$ cat src/rtl/spi_defs.sv
// Shared types and default sizing for the SPI target engine.
package spi_defs;

  localparam int SPI_SLV_SYNC_STAGES = 2;
  localparam int SPI_SLV_DATA_W      = 8;

  typedef enum logic {
    IDLE   = 1'b0,
    ACTIVE = 1'b1
  } type_spi_slave_state_e;

endpackage

$ cat src/rtl/spi_slave_sync.sv
// Brings one asynchronous pad signal into the clk domain and flags its edges.
module spi_slave_sync #(
  parameter int   STAGES  = 2,
  parameter logic RST_VAL = 1'b0
) (
  input  logic clk,
  input  logic rst_n,
  input  logic d,
  output logic level,
  output logic rise,
  output logic fall
);

  logic [STAGES-1:0] chain;
  logic              prev;

  // The reset value matches the line's idle level so no edge appears on release.
  always_ff @(posedge clk or negedge rst_n) begin
    if (!rst_n) begin
      chain <= {STAGES{RST_VAL}};
      prev  <= RST_VAL;
    end else begin
      chain <= {chain[STAGES-2:0], d};
      prev  <= chain[STAGES-1];
    end
  end

  assign level = chain[STAGES-1];
  assign rise  = level & ~prev;
  assign fall  = ~level & prev;

endmodule

$ cat src/rtl/spi_slave_core.sv
// SPI target engine: oversampled SCLK/CS_N/MOSI, modes 0-3, MSB/LSB-first,
// single-entry TX/RX holding registers with valid/ready handshakes.
module spi_slave_core
  import spi_defs::*;
#(
  parameter int SYNC_STAGES = SPI_SLV_SYNC_STAGES,
  parameter int DATA_W      = SPI_SLV_DATA_W
) (
  input  logic              clk,
  input  logic              rst_n,
  input  logic              spi_clk_i,
  input  logic              spi_cs_i,
  input  logic              spi_mosi_i,
  output logic              spi_miso_o,
  output logic              spi_miso_oe_o,
  input  logic              cfg_cpol_i,
  input  logic              cfg_cpha_i,
  input  logic              cfg_lsb_first_i,
  input  logic [DATA_W-1:0] tx_data_i,
  input  logic              tx_valid_i,
  output logic              tx_ready_o,
  output logic [DATA_W-1:0] rx_data_o,
  output logic              rx_valid_o,
  input  logic              rx_ready_i,
  output logic              busy_o,
  output logic              tx_underrun_o,
  output logic              rx_overrun_o,
  output logic              frame_err_o
);

  localparam int              CNT_W    = $clog2(DATA_W);
  localparam logic [CNT_W-1:0] LAST_BIT = CNT_W'(DATA_W - 1);

  logic sclk_level_unused, sclk_rise, sclk_fall;
  logic cs_level_unused, cs_rise, cs_fall;
  logic mosi, mosi_rise_unused, mosi_fall_unused;

  spi_slave_sync #(.STAGES(SYNC_STAGES), .RST_VAL(1'b0)) u_sync_sclk (
    .clk(clk), .rst_n(rst_n), .d(spi_clk_i),
    .level(sclk_level_unused), .rise(sclk_rise), .fall(sclk_fall)
  );
  spi_slave_sync #(.STAGES(SYNC_STAGES), .RST_VAL(1'b1)) u_sync_cs (
    .clk(clk), .rst_n(rst_n), .d(spi_cs_i),
    .level(cs_level_unused), .rise(cs_rise), .fall(cs_fall)
  );
  spi_slave_sync #(.STAGES(SYNC_STAGES), .RST_VAL(1'b0)) u_sync_mosi (
    .clk(clk), .rst_n(rst_n), .d(spi_mosi_i),
    .level(mosi), .rise(mosi_rise_unused), .fall(mosi_fall_unused)
  );

  type_spi_slave_state_e state;
  logic              cpol, cpha, lsb_first;
  logic [DATA_W-1:0] tx_shift, rx_shift, tx_hold, rx_data;
  logic [CNT_W-1:0]  bit_cnt;
  logic              tx_full, rx_valid;
  logic              miso, miso_oe, busy, underrun, overrun, frame_err;

  logic              lead_edge, trail_edge, sample_edge, drive_edge, load_now;
  logic [DATA_W-1:0] rx_word, load_word, tx_next;

  assign lead_edge   = cpol ? sclk_fall : sclk_rise;
  assign trail_edge  = cpol ? sclk_rise : sclk_fall;
  assign sample_edge = cpha ? trail_edge : lead_edge;
  assign drive_edge  = cpha ? lead_edge : trail_edge;
  assign rx_word     = lsb_first ? {mosi, rx_shift[DATA_W-1:1]} : {rx_shift[DATA_W-2:0], mosi};
  assign load_word   = tx_full ? tx_hold : '1;
  assign tx_next     = lsb_first ? (tx_shift >> 1) : (tx_shift << 1);

  function automatic logic first_bit(input logic [DATA_W-1:0] w, input logic lsb);
    return lsb ? w[0] : w[DATA_W-1];
  endfunction

  // A word leaves the TX holding register at CS entry (CPHA=0), at the first
  // leading edge of a frame (CPHA=1), or right after the last sample (CPHA=0).
  always_comb begin
    load_now = 1'b0;  // NOTE: default assignment first so no latch is inferred
    if (state == IDLE) begin
      load_now = cs_fall && !cfg_cpha_i;
    end else if (!cs_rise) begin
      load_now = lead_edge && (cpha ? (bit_cnt == '0) : (bit_cnt == LAST_BIT));
    end
  end

  always_ff @(posedge clk or negedge rst_n) begin
    if (!rst_n) begin
      // NOTE: holding and shift registers are reset too, so rx_data_o reads 0 after reset
      state     <= IDLE;
      cpol      <= 1'b0;
      cpha      <= 1'b0;
      lsb_first <= 1'b0;
      tx_shift  <= '0;
      rx_shift  <= '0;
      tx_hold   <= '0;
      rx_data   <= '0;
      bit_cnt   <= '0;
      tx_full   <= 1'b0;
      rx_valid  <= 1'b0;
      miso      <= 1'b0;
      miso_oe   <= 1'b0;
      busy      <= 1'b0;
      underrun  <= 1'b0;
      overrun   <= 1'b0;
      frame_err <= 1'b0;
    end else begin
      // NOTE: non-blocking throughout; later assignments in this block take priority
      underrun  <= 1'b0;
      overrun   <= 1'b0;
      frame_err <= 1'b0;

      if (load_now) begin
        if (tx_full) tx_full  <= 1'b0;
        else         underrun <= 1'b1;
      end
      if (tx_valid_i && !tx_full) begin
        tx_hold <= tx_data_i;
        tx_full <= 1'b1;
      end
      if (rx_ready_i && rx_valid) rx_valid <= 1'b0;

      case (state)
        IDLE: begin
          cpol      <= cfg_cpol_i;
          cpha      <= cfg_cpha_i;
          lsb_first <= cfg_lsb_first_i;
          if (cs_fall) begin
            state   <= ACTIVE;
            busy    <= 1'b1;
            miso_oe <= 1'b1;
            bit_cnt <= '0;
            if (!cfg_cpha_i) begin
              tx_shift <= load_word;
              miso     <= first_bit(load_word, cfg_lsb_first_i);
            end
          end
        end
        ACTIVE: begin
          if (cs_rise) begin
            state   <= IDLE;
            busy    <= 1'b0;
            miso_oe <= 1'b0;
            miso    <= 1'b0;
            bit_cnt <= '0;
            if (bit_cnt != '0) frame_err <= 1'b1;
          end else begin
            if (sample_edge) begin
              rx_shift <= rx_word;
              if (bit_cnt == LAST_BIT) begin
                bit_cnt <= '0;
                if (!rx_valid || rx_ready_i) begin
                  rx_data  <= rx_word;
                  rx_valid <= 1'b1;
                end else begin
                  overrun <= 1'b1;
                end
                if (!cpha) tx_shift <= load_word;
              end else begin
                bit_cnt <= bit_cnt + 1'b1;
              end
            end
            // With bit_cnt at zero the drive edge starts a fresh word rather than shifting.
            if (drive_edge) begin
              if (bit_cnt == '0) begin
                if (cpha) begin
                  tx_shift <= load_word;
                  miso     <= first_bit(load_word, lsb_first);
                end else begin
                  miso <= first_bit(tx_shift, lsb_first);
                end
              end else begin
                tx_shift <= tx_next;
                miso     <= first_bit(tx_next, lsb_first);
              end
            end
          end
        end
        default: state <= IDLE;
      endcase
    end
  end

  assign spi_miso_o    = miso;
  assign spi_miso_oe_o = miso_oe;
  assign tx_ready_o    = ~tx_full;
  assign rx_data_o     = rx_data;
  assign rx_valid_o    = rx_valid;
  assign busy_o        = busy;
  assign tx_underrun_o = underrun;
  assign rx_overrun_o  = overrun;
  assign frame_err_o   = frame_err;

endmodule

$ cat config.mk
export PLATFORM = sky130hd
export DESIGN_NAME = spi_slave_core
export DESIGN_NICKNAME = d
export VERILOG_FILES = /design/src/rtl/spi_defs.sv /design/src/rtl/spi_slave_sync.sv /design/src/rtl/spi_slave_core.sv
export SDC_FILE = /design/constraint.sdc
export NUM_CORES = 1
export LEC_CHECK = 0
export ABC_AREA = 1
export BUFFER_PORTS_ARGS = -buffer_cell sky130_fd_sc_hd__buf_4
export CAP_MARGIN = 5
export CORE_MARGIN = 2
export CORE_UTILIZATION = 30
export CTS_CLUSTER_DIAMETER = 200
export DETAILED_ROUTE_END_ITERATION = 6
export PLACE_DENSITY = 0.47
export REMOVE_ABC_BUFFERS = 1
export SKIP_CTS_REPAIR_TIMING = 1
export SYNTH_ARGS = -nofsm -noshare
export SYNTH_HDL_FRONTEND = slang
export SYNTH_HIERARCHICAL = 1
export SYNTH_SLANG_ARGS = --single-unit
$ cat constraint.sdc
create_clock -name clk -period 1.7 [get_ports clk]
set_clock_uncertainty 0.1 [all_clocks]
set_input_delay 0.425 -clock clk [delete_from_list [all_inputs] [get_ports clk]]
set_output_delay 0.425 -clock clk [all_outputs]
set_load 0.03 [all_outputs]
# Yosys cells after proc, flatten, opt, wreduce, memory -nomap -nowiden
# Index checks and enable logic that the tools add are counted.
[word_totals]
out_inout_bits = 16
reg_bits = 54
inputBits = 18
[classes]
eq_ne = 7
n_addsub = 1
n_reduce_logical = 17
muxes = 60
bitwise_logic = 11
[op_table]
columns = ["op", "n"]
rows = [
  ["$mux W8", 12],
  ["$mux W1", 39],
  ["$pmux W8 S2", 1],
  ["$mux W3", 4],
  ["$reduce_and A3 Y1", 3],
  ["$ne A2 B2 Y1 const B", 4],
  ["$not A1 Y1", 7],
  ["$ne A3 B2 Y1 const B", 2],
  ["$pmux W1 S2", 3],
  ["$pmux W3 S2", 1],
  ["$reduce_and A5 Y1", 1],
  ["$and A1 B1 Y1", 4],
  ["$logic_and A1 B1 Y1", 4],
  ["$reduce_and A2 Y1", 2],
  ["$add A3 B1 Y3 const B", 1],
  ["$eq A3 B3 Y1 const B", 1],
  ["$logic_not A1 Y1", 3],
  ["$logic_not A3 Y1", 1],
  ["$reduce_bool A3 Y1", 1],
  ["$reduce_bool A2 Y1", 1],
  ["$logic_or A1 B1 Y1", 1],
]

# Logic depth before layout (Yosys ltp)
# Gate-level depths: netlist of the first run.
[depth]
word_depth = 10
ltp_mapped = 12
ltp_nobuf = 12

# By module
# The synthesis of the first run kept the hierarchy.
[modules_own_cells]
columns = ["module", "instances", "seq_area_each_um2", "cells_per_inst", "area_each_um2"]
rows = [
  ["spi_slave_core", 1, 1151.1, 327, 2532.4],
  ["spi_slave_sync (u_sync_mosi ...)", 2, 75.1, 7, 90.1],
  ["spi_slave_sync (u_sync_cs)", 1, 78.8, 7, 93.8],
]

# Worst setup path before layout of the first run
# No wires, ideal clock.
[synth_path]
kind = "register -> register"
from = "register bit_cnt[0]"
to = "register tx_shift[1]"
synth_period_minus_slack_ns = 1.677
arrival_time_ns = 1.461
path_stages_with_launch = 13
path_slack_ns = 0.023
setup_ns = 0.117
path_cell_list = "dfrtp_1 ha_1 ha_1 nand2_1 inv_1 nand2_2 inv_1 nand2_1 o211ai_2 nand2_1 nand2_1 nand2_1 nand2_1"
[synth_between]
elab_chain_len = 8
elab_cells_between_ends = 9
cone_classes = "eq/ne (1); mux (7); reduce/logical (1)"
[synth_lines]
columns = ["element", "line", "text"]
rows = [
  ["start, declared", "spi_slave_core.sv:54", "logic [CNT_W-1:0] bit_cnt;"],
  ["start signal, assigned", "spi_slave_core.sv:157", "bit_cnt <= bit_cnt + 1'b1;"],
  ["$eq A3 B3 Y1", "spi_slave_core.sv:147", "if (bit_cnt == LAST_BIT) begin"],
  ["$mux W8", "spi_slave_core.sv:147", ""],
  ["$mux W8", "spi_slave_core.sv:145", "if (sample_edge) begin"],
  ["$mux W8", "spi_slave_core.sv:163", "if (cpha) begin"],
  ["$mux W8", "spi_slave_core.sv:162", "if (bit_cnt == '0) begin"],
  ["$mux W8 *", "spi_slave_core.sv:161", "if (drive_edge) begin"],
  ["$mux W8 *", "spi_slave_core.sv:137", "if (cs_rise) begin"],
  ["$pmux W8 S2 *", "spi_slave_core.sv:120", "case (state)"],
  ["end signal, assigned", "spi_slave_core.sv:131", "tx_shift <= load_word;"],
  ["end signal, assigned", "spi_slave_core.sv:164", "tx_shift <= load_word;"],
  ["end signal, assigned", "spi_slave_core.sv:170", "tx_shift <= tx_next;"],
  ["end, declared", "spi_slave_core.sv:53", "logic [DATA_W-1:0] tx_shift, rx_shift, tx_hold, rx_data;"],
]
# Mark *: on every way between the ends. The rest lies on a longest branch, timed or not. The select of a mux whose other input is x is not followed.
# A chain may end at the register's enable or synchronous reset.

# Worst setup path after layout of the first run
[layout_path]
from = "register bit_cnt[0]"
to = "register tx_shift[6]"
# Same word-level chain as after synthesis.

==> summary.md, run 1 <==
• 0 — Detail Route Antenna Nets
• 0.374 ns — transition at the pin with the smallest max-transition slack
• 34.4% — area growth from synthesis to layout
• 1.85 ns — data required time at the worst endpoint
• 8.07 um^2 — mean post-synth cell area
• 6.95 mm — final WL
• 100 um — Chip Width
• 1340 um^2 — area of the multi-input gates
• 0 — Ant. Diodes
• 75.1% — headroom to the max-slew limit
• dfrtp_1 — critical path's slowest cell
• 2770 um^2 — cell area after synthesis
• 1.82 ns — worst path arrival time
• 0.31 ns — clk_lat worst skew
• ha_2 > ha_4 > nand2_2 > inv_2 > buf_6 > nand3_2 > nand2_2 > nand2_1 > nand2_1 > nand2_1 > nand3_2 > a21oi_2 — cells along the critical path
• built — clock tree from TritonCTS
• 0 — Slew Viols, Final
• 3 — critical-path maximum fanout
• 0.848 — global placer's final weighted congestion
• 0 — initial antenna violation count
• 30.4% — Initial Utilization
• 4.96 mm — placed wire-length estimate after detailed placement
• input port to flop — min-delay worst type
• 0.41 ns — critical path's largest stage delay
• 2,369 — via count of the first global-routing pass
• 0.115 ns — Hold Slack
• -0.0473 ns — pre-CTS WS
• 35 — # rows
• finished clean — outcome
• 597 MHz — highest attainable clock frequency
• 2.88 mW — internal power
• 1330 nW/um^2 — PwrDens
• 2 — maximum number of buffers from clock root to sink
• 2 — htree depth
• 9110 um^2 — Std-Cell Core Area
• 0.000623 V — worst supply voltage drop on vdd
• simple AND/OR/NAND/NOR gates — cell family contributing the most delay on the critical path
• nand2_1 — most common cell after layout, fill and taps aside
• 34 — Ports
• 14.0% — aggregate global-route resource usage
• 0.0257 ns — least setup slack across all paths after layout
• yes — setup repair after global routing missed its margin
• 4.67 — vias per std cell
• 66 x nand2_1, 63 x buf_4, 51 x dfrtp_1 — most used cells in the layout excluding fill and tap cells
• 434 — final layout net count
• 0 — total overflow reported by the global router
• 47.7% — relative contribution of combinational cells to total power
• 525 — Layout Cells excl Fill
• 0 — total of max-cap violations
• 0.10 ns — post-CTS clock slew at the launch and capture registers of the worst setup and hold paths
• 37.4% — share of power burned in registers
• 13.2 um — routed length per placed instance
• 113 — count of routing violations after the opening detailed-route iteration
• 0 ns — total negative setup slack
• 3720 um^2 — post-layout instance area
• 5 — iteration count of the initial detailed-routing pass
• 509 — total placed cells including tap cells
• 41.7% — switching fraction of total power
• 2,452 — number of vias in the routed layout
• nand2_1 — CP most frequent cell
• 959 — Fill cells
• 36.7% — proportion of layout cells with a drive suffix above 1
• 0 — final number of hold-violating endpoints
• 10,000 um^2 — die outline area
• 1360 um^2 — register area
• 0 — number of setup violations in the final report
• 98.5% — post-route fraction of the period consumed by the critical path
• flop — nature of the critical path startpoint
• 100 um — die extent in y
• 33 — IO Port Bufs
• clkbuf_8 — CTS root buffer
• flop to flop — WS Path Type
• 54 — sink count of the clock tree
• 6 — yosys warns
• 26 — maximum number of pins on one net before global-route repair
• 14.9% — share of total power in the clock network
• 0 — remaining design rule violation count
• 5 — clock buffers created by TritonCTS
• 343 — number of instances in the synthesized netlist
• 11.2 mm — global-route wire length before repair
• 2.06 mW — switching power total
• flop — critical path endpoint category
• 4.95 mW — sum of internal, switching and leakage power
• 3360 um^2 — Post-Place Cell Area
• 1.78 nW — leakage power figure
• 40.8% — Final Core Density
• 2 — number of buffers and inverters on the critical path
• 1.67 ns — shortest clock period the worst path allows after layout
sequential cells by signal, indices dropped and copies added (netlist names), 2 cells and up:
name               flops
bit_cnt                3
u_sync_cs/chain        2
u_sync_mosi/chain      2
tx_hold                8
rx_shift               8
tx_shift               8
rx_data_o              8
u_sync_sclk/chain      2
layer usage:
metal	track usage [%]	wire length [um]	vias up	part of all wire, %
li1	-	-	1236	-
met1	18.6	3300	1152	47
met2	23.0	3250	57	47
met3	2.86	323	7	4.6
met4	4.32	82	0	1.2
met5	0	0	-	0
layout make-up:
type	count	area share [%]
Multi-Input combinational cell	227	36.0
Sequential cell	54	36.5
Clock buffer	6	1.95
Tap cell	111	3.74
Timing Repair inverter	1	0.202
Timing Repair Buffer	71	15.7
Clock inverter	2	0.370
Inverter	53	5.55
final timing paths:
| check | slack [ns] | cells past startpoint | from | end |
|---|---|---|---|---|
| max reg2reg | 0.03 | 12 | bit_cnt[0] | tx_shift[6] |
| max in group asynchronous | 0.54 | 3 | rst_n | u_sync_cs/chain[0] |
| min | 0.11 | 1 | spi_clk_i | u_sync_sclk/chain[0] |
| max | 0.03 | 12 | bit_cnt[0] | tx_shift[6] |
| min in group asynchronous | 0.47 | 2 | rst_n | rx_shift[7] |
| min reg2reg | 0.26 | 0 | u_sync_sclk/chain[0] | u_sync_sclk/chain[1] |
power groups by stage:
stage          clock [mW]  combinational, mW  sequential, mW
2_1_floorplan           0               1.21            1.91
3_3_place_gp            0               2.09            1.85
3_5_place_dp            0               2.09            1.86
4_1_cts             0.766               2.11            1.84
5_1_grt             0.813               2.64            1.89
6_report            0.736               2.36            1.85
worst register-to-register path: stages, from the launching register on:
cell and delay (ns):
dfrtp_1 0.41, ha_2 0.21, ha_4 0.17, nand2_2 0.07, inv_2 0.05, buf_6 0.12, nand3_2 0.07, nand2_2 0.05
nand2_1 0.05, nand2_1 0.05, nand2_1 0.06, nand3_2 0.07, a21oi_2 0.13
No activity file was read; power rests on OpenSTA's default activity.
==> inputs of run 2 (changes only) <==
- CORE_ASPECT_RATIO: unset -> 0.75
- CTS_BUF_LIST: unset -> sky130_fd_sc_hd__clkbuf_8
==> summary.md, run 2 (same netlist as run 1, synthesis figures left out) <==
• 1.78 nW — leakage power figure, about the same
• 29 — maximum number of pins on one net before global-route repair, was 26
• 159 — count of routing violations after the opening detailed-route iteration, was 113
• 0.000591 V — worst supply voltage drop on vdd, was 0.000623 V
• flop — nature of the critical path startpoint, unchanged
• 41.3% — Final Core Density, was 40.8%
• 13.8 um — routed length per placed instance, was 13.2 um
• 0 — initial antenna violation count, unchanged
• 2 — htree depth, unchanged
• 609 MHz — highest attainable clock frequency, was 597 MHz
• 96.5% — post-route fraction of the period consumed by the critical path, was 98.5%
• 0 — final number of hold-violating endpoints, unchanged
• 3720 um^2 — post-layout instance area, about the same
• 73.7% — headroom to the max-slew limit, was 75.1%
• 509 — total placed cells including tap cells, unchanged
• 5 — clock buffers created by TritonCTS, unchanged
• 34 — Ports, unchanged
• 433 — final layout net count, was 434
• 115 um — Chip Width, was 100 um
• 9010 um^2 — Std-Cell Core Area, was 9110 um^2
• flop to flop — WS Path Type, unchanged
• 2,212 — via count of the first global-routing pass, was 2,369
• 54 — sink count of the clock tree, unchanged
• 87.2 um — die extent in y, was 100 um
• flop — critical path endpoint category, unchanged
• 8 — critical-path maximum fanout, was 3
• 33 — IO Port Bufs, unchanged
• 11.2 mm — global-route wire length before repair, about the same
• built — clock tree from TritonCTS, unchanged
• 3350 um^2 — Post-Place Cell Area, was 3360 um^2
• nand2_1 — most common cell after layout, fill and taps aside, unchanged
• 0 — Slew Viols, Final, unchanged
• finished clean — outcome, unchanged
• 10,000 um^2 — die outline area, about the same
• 0 — total of max-cap violations, unchanged
• 0 ns — total negative setup slack, unchanged
• yes — setup repair after global routing missed its margin, unchanged
• 0.394 ns — transition at the pin with the smallest max-transition slack, was 0.374 ns
• 0.874 — global placer's final weighted congestion, was 0.848
• 0 — remaining design rule violation count, unchanged
• 1.64 ns — shortest clock period the worst path allows after layout, was 1.67 ns
• 7.27 mm — final WL, was 6.95 mm
• 34.5% — area growth from synthesis to layout, was 34.4%
• 69 x nand2_1, 64 x buf_4, 51 x dfrtp_1 — most used cells in the layout excluding fill and tap cells, was 66 x nand2_1, 63 x buf_4, 51 x dfrtp_1
• clkbuf_8 — CTS root buffer, unchanged
• 4.69 — vias per std cell, was 4.67
• 525 — Layout Cells excl Fill, unchanged
• 0 — number of setup violations in the final report, unchanged
• 5.12 mW — sum of internal, switching and leakage power, was 4.95 mW
• 0 — Detail Route Antenna Nets, unchanged
• 0.0910 ns — Hold Slack, was 0.115 ns
• 2,461 — number of vias in the routed layout, was 2,452
• 5.17 mm — placed wire-length estimate after detailed placement, was 4.96 mm
• 0.33 ns — clk_lat worst skew, was 0.31 ns
• 0.11 ns — post-CTS clock slew at the launch and capture registers of the worst setup and hold paths, was 0.10 ns
• 0 — total overflow reported by the global router, unchanged
• 1.77 ns — worst path arrival time, was 1.82 ns
• 1380 nW/um^2 — PwrDens, was 1330 nW/um^2
• 0.0587 ns — least setup slack across all paths after layout, was 0.0257 ns
• 2 — maximum number of buffers from clock root to sink, unchanged
• 0 — Ant. Diodes, unchanged
• 30.7% — Initial Utilization, was 30.4%
• 1.83 ns — data required time at the worst endpoint, was 1.85 ns
• 30 — # rows, was 35
• input port to flop — min-delay worst type, unchanged
• -0.0742 ns — pre-CTS WS, was -0.0473 ns
• 4 — iteration count of the initial detailed-routing pass, was 5
• 36.6% — proportion of layout cells with a drive suffix above 1, was 36.7%
• 14.5% — aggregate global-route resource usage, was 14.0%
run 2: cell types whose count changed in the layout (fill, tap and decap cells not counted), moves of 3 or more:
cell | before | now
nand3_1 | 12 | 15
nand2_1 | 66 | 69
nor2_2 | 3 | 6
nand3_2 | 7 | 4
nand2_2 | 17 | 13
run 2: where the power goes:
part	leakage [nW]	switching, mW	internal, mW
Clock	0.0447	0.482	0.299
Combinational	1.07	1.45	1.04
Sequential	0.667	0.216	1.63
Total	1.78	2.15	2.97
run 2: area by class of cell:
type / instances / area, um^2
flip-flops and latches: 54 / 1360
fillers: 963 / 5290
well taps: 112 / 140
clock buffers: 5 / 68.8
clock inverters: 3 / 25.0
multi-input cells: 227 / 1340
inverters: 53 / 210
repair buffers: 71 / 584
run 2: critical path: stages, from the launching register on:
cell and delay, ns:
dfrtp_1 0.39, inv_1 0.07, nor2_2 0.14, nand2_2 0.11
nand3_2 0.10, nand2_4 0.10, nor2_8 0.20, nand3_4 0.17
nand2_1 0.12, o21ai_2 0.05
run 2: per-layer routing:
metal | track usage (%) | up-vias | part of all wire [%]
met5 | 0 | - | 0
met4 | 4.16 | 0 | 0.99
met3 | 3.13 | 7 | 3.9
met2 | 20.5 | 52 | 42
met1 | 22.0 | 1162 | 53
li1 | - | 1240 | -
run 2: final timing paths:
path / slack, ns / to / cells after the start / start
min in group asynchronous: 0.45 / bit_cnt[2] / 2 / rst_n
max in group asynchronous: 0.56 / tx_shift[1] / 3 / rst_n
setup reg to reg: 0.06 / rx_data_o[0] / 9 / u_sync_sclk/chain[1]
setup / recovery: 0.06 / rx_data_o[0] / 9 / u_sync_sclk/chain[1]
hold / removal: 0.09 / u_sync_mosi/chain[0] / 1 / spi_mosi_i
hold reg to reg: 0.26 / u_sync_mosi/chain[1] / 0 / u_sync_mosi/chain[0]
==> inputs of run 3 (changes only) <==
- CELL_PAD_IN_SITES_DETAIL_PLACEMENT: unset -> 1
- CELL_PAD_IN_SITES_GLOBAL_PLACEMENT: unset -> 1
- GPL_ROUTABILITY_DRIVEN: unset -> 0
- PLACE_DENSITY: 0.47 -> 0.6
==> summary.md, run 3 (same netlist as run 1, synthesis figures left out) <==
• finished, violations left — outcome, was finished clean
• negative setup slack — violations in the final reports
• 0.11 ns — post-CTS clock slew at the launch and capture registers of the worst setup and hold paths, about the same
• 0 — initial antenna violation count, unchanged
• 12 — number of setup violations in the final report, was 0
• 1 — Hold Crit Depth, unchanged
• 15.8% — share of total power in the clock network, was 15.3%
• 25 — maximum number of pins on one net before global-route repair, was 29
• flop — nature of the critical path startpoint, unchanged
• 48.3% — relative contribution of combinational cells to total power, was 48.6%
• 115 um — Chip Width, unchanged
• 38.7% — area growth from synthesis to layout, was 34.5%
• 2,536 — number of vias in the routed layout, was 2,461
• 2 — maximum number of buffers from clock root to sink, unchanged
• flop — critical path endpoint category, unchanged
• 4.78 — vias per std cell, was 4.69
• 0.000707 V — worst supply voltage drop on vdd, was 0.000591 V
• 1,083 — Fill cells, was 963
• 4 — iteration count of the initial detailed-routing pass, unchanged
• 30 — # rows, unchanged
• 87.2 um — die extent in y, unchanged
• 54 — sink count of the clock tree, unchanged
• 5.90 mm — placed wire-length estimate after detailed placement, was 5.17 mm
• 16.2% — aggregate global-route resource usage, was 14.5%
• dfstp_2 — critical path's slowest cell, was dfrtp_1
• 2,519 — via count of the first global-routing pass, was 2,212
• 8.13 mm — final WL, was 7.27 mm
• 0 — total overflow reported by the global router, unchanged
• 2 — htree depth, unchanged
• 34 — Ports, unchanged
• 71 x buf_4, 69 x nand2_1, 50 x dfrtp_1 — most used cells in the layout excluding fill and tap cells, was 69 x nand2_1, 64 x buf_4, 51 x dfrtp_1
• 3840 um^2 — post-layout instance area, was 3720 um^2
• 439 — final layout net count, was 433
• 10,000 um^2 — die outline area, unchanged
• 5.17 mW — sum of internal, switching and leakage power, was 5.12 mW
• rx_data_o[6] — R2R Path End, was rx_data_o[0]
• 42.9% — switching fraction of total power, was 42.0%
• 8 — depth of the worst register-to-register path, was 9
• spi_mosi_i — Worst Hold Launch, unchanged
• 0.0923 ns — Hold Slack, was 0.0910 ns
• 33 — IO Port Bufs, unchanged
• 0.55 ns — critical path's largest stage delay, was 0.39 ns
• 39.9% — proportion of layout cells with a drive suffix above 1, was 36.6%
• nor2_1 > buf_4 > nor2_2 > inv_2 > nor2_8 > nand3_4 > nand2_1 > o21ai_2 — cells along the critical path, was inv_1 > nor2_2 > nand2_2 > nand3_2 > nand2_4 > nor2_8 > nand3_4 > nand2_1 > o21ai_2
• built — clock tree from TritonCTS, unchanged
• 1.82 ns — data required time at the worst endpoint, was 1.83 ns
• 1.82 nW — leakage power figure, was 1.78 nW
• 102% — post-route fraction of the period consumed by the critical path, was 96.5%
• 30.7% — Initial Utilization, unchanged
• 100 — count of routing violations after the opening detailed-route iteration, was 159
• flop to flop — WS Path Type, unchanged
• 1.73 ns — shortest clock period the worst path allows after layout, was 1.64 ns
• 35.9% — share of power burned in registers, was 36.1%
• 1.85 ns — worst path arrival time, was 1.77 ns
• 77.2% — headroom to the max-slew limit, was 73.7%
• 15.3 um — routed length per placed instance, was 13.8 um
• 0 — final number of hold-violating endpoints, unchanged
• -0.277 ns — total negative setup slack, was 0 ns
• 8 — critical-path maximum fanout, unchanged
• 42.6% — Final Core Density, was 41.3%
• 578 MHz — highest attainable clock frequency, was 609 MHz
• -0.0307 ns — least setup slack across all paths after layout, was 0.0587 ns
• 0.33 ns — clk_lat worst skew, about the same
• clkbuf_8 — CTS root buffer, unchanged
• buf_4 — most common cell after layout, fill and taps aside, was nand2_1
• 0 — total of max-cap violations, unchanged
• 0 — Detail Route Antenna Nets, unchanged
• yes — setup repair after global routing missed its margin, unchanged
• u_sync_cs/prev — Worst R2R Start, was u_sync_sclk/chain[1]
• 2 — number of buffers and inverters on the critical path, was 1
• 0.341 ns — transition at the pin with the smallest max-transition slack, was 0.394 ns
• 2.22 mW — switching power total, was 2.15 mW
• 3390 um^2 — Post-Place Cell Area, was 3350 um^2
• 12.4 mm — global-route wire length before repair, was 11.2 mm
• input port to flop — min-delay worst type, unchanged
• -0.03 ns — flop-to-flop setup slack, was 0.06 ns
• simple AND/OR/NAND/NOR gates — cell family contributing the most delay on the critical path, unchanged
• 9010 um^2 — Std-Cell Core Area, unchanged
• 0 — remaining design rule violation count, unchanged
• 1350 nW/um^2 — PwrDens, was 1380 nW/um^2
• u_sync_mosi/chain[0] — endpoint of the worst hold path, unchanged
• 0 — Ant. Diodes, unchanged
• 2.95 mW — internal power, was 2.97 mW
• 0 — Slew Viols, Final, unchanged
• 5 — clock buffers created by TritonCTS, unchanged
run 3: power by group through the flow:
stage          combinational, mW  sequential, mW  clock, mW
6_report                    2.50            1.85      0.818
5_1_grt                     2.78            1.90      0.898
4_1_cts                     2.18            1.84      0.841
3_3_place_gp                2.12            1.85          0
2_1_floorplan               1.21            1.91          0
3_5_place_dp                2.17            1.87          0
run 3: layout make-up:
type                       count  area, um^2  share of cell area (%)
multi-input combinational    227        1400                    36.5
sequential                    54        1360                    35.4
timing repair buffer          77         631                    16.4
inverter                      53         210                    5.48
tap                          112         140                    3.65
clock buffer                   6        82.6                    2.15
clock inverter                 2        16.3                   0.424
run 3: per-layer routing:
metal | global-route usage, % | up-vias | wire [um]
li1 | - | 1251 | -
met1 | 23.7 | 1236 | 4100
met2 | 23.9 | 40 | 3640
met3 | 3.97 | 9 | 290
met4 | 4.05 | 0 | 98
met5 | 0 | - | 0
run 3: worst max-delay path by stage:
stage | cells past startpoint | endpoint | slack [ns] | from
2_1_floorplan | 12 | tx_shift[1] | -0.06 | bit_cnt[0]
3_3_place_gp | 12 | tx_shift[1] | -0.08 | bit_cnt[0]
3_5_place_dp | 12 | tx_shift[1] | -0.13 | bit_cnt[0]
4_1_cts | 12 | tx_shift[2] | -0.15 | bit_cnt[0]
5_1_grt | 7 | tx_shift[4] | -0.15 | state
6_report | 8 | rx_data_o[6] | -0.03 | u_sync_cs/prev
run 3: worst register-to-register path, cell delays in order, from the launching register on:
cell	delay [ns]
dfstp_2	0.55
nor2_1	0.06
buf_4	0.13
nor2_2	0.14
inv_2	0.09
nor2_8	0.22
nand3_4	0.17
nand2_1	0.11
o21ai_2	0.05
run 3: stage by stage:
| stage | worst slack (ns) | cells |
|---|---|---|
| 4_1_cts | -0.145 | 521 |
| 5_1_grt | -0.147 | 531 |
| 2_1_floorplan | -0.0598 | 333 |
| 3_5_place_dp | -0.133 | 513 |
| 3_3_place_gp | -0.0763 | 513 |
| 6_report | -0.0307 | 531 |
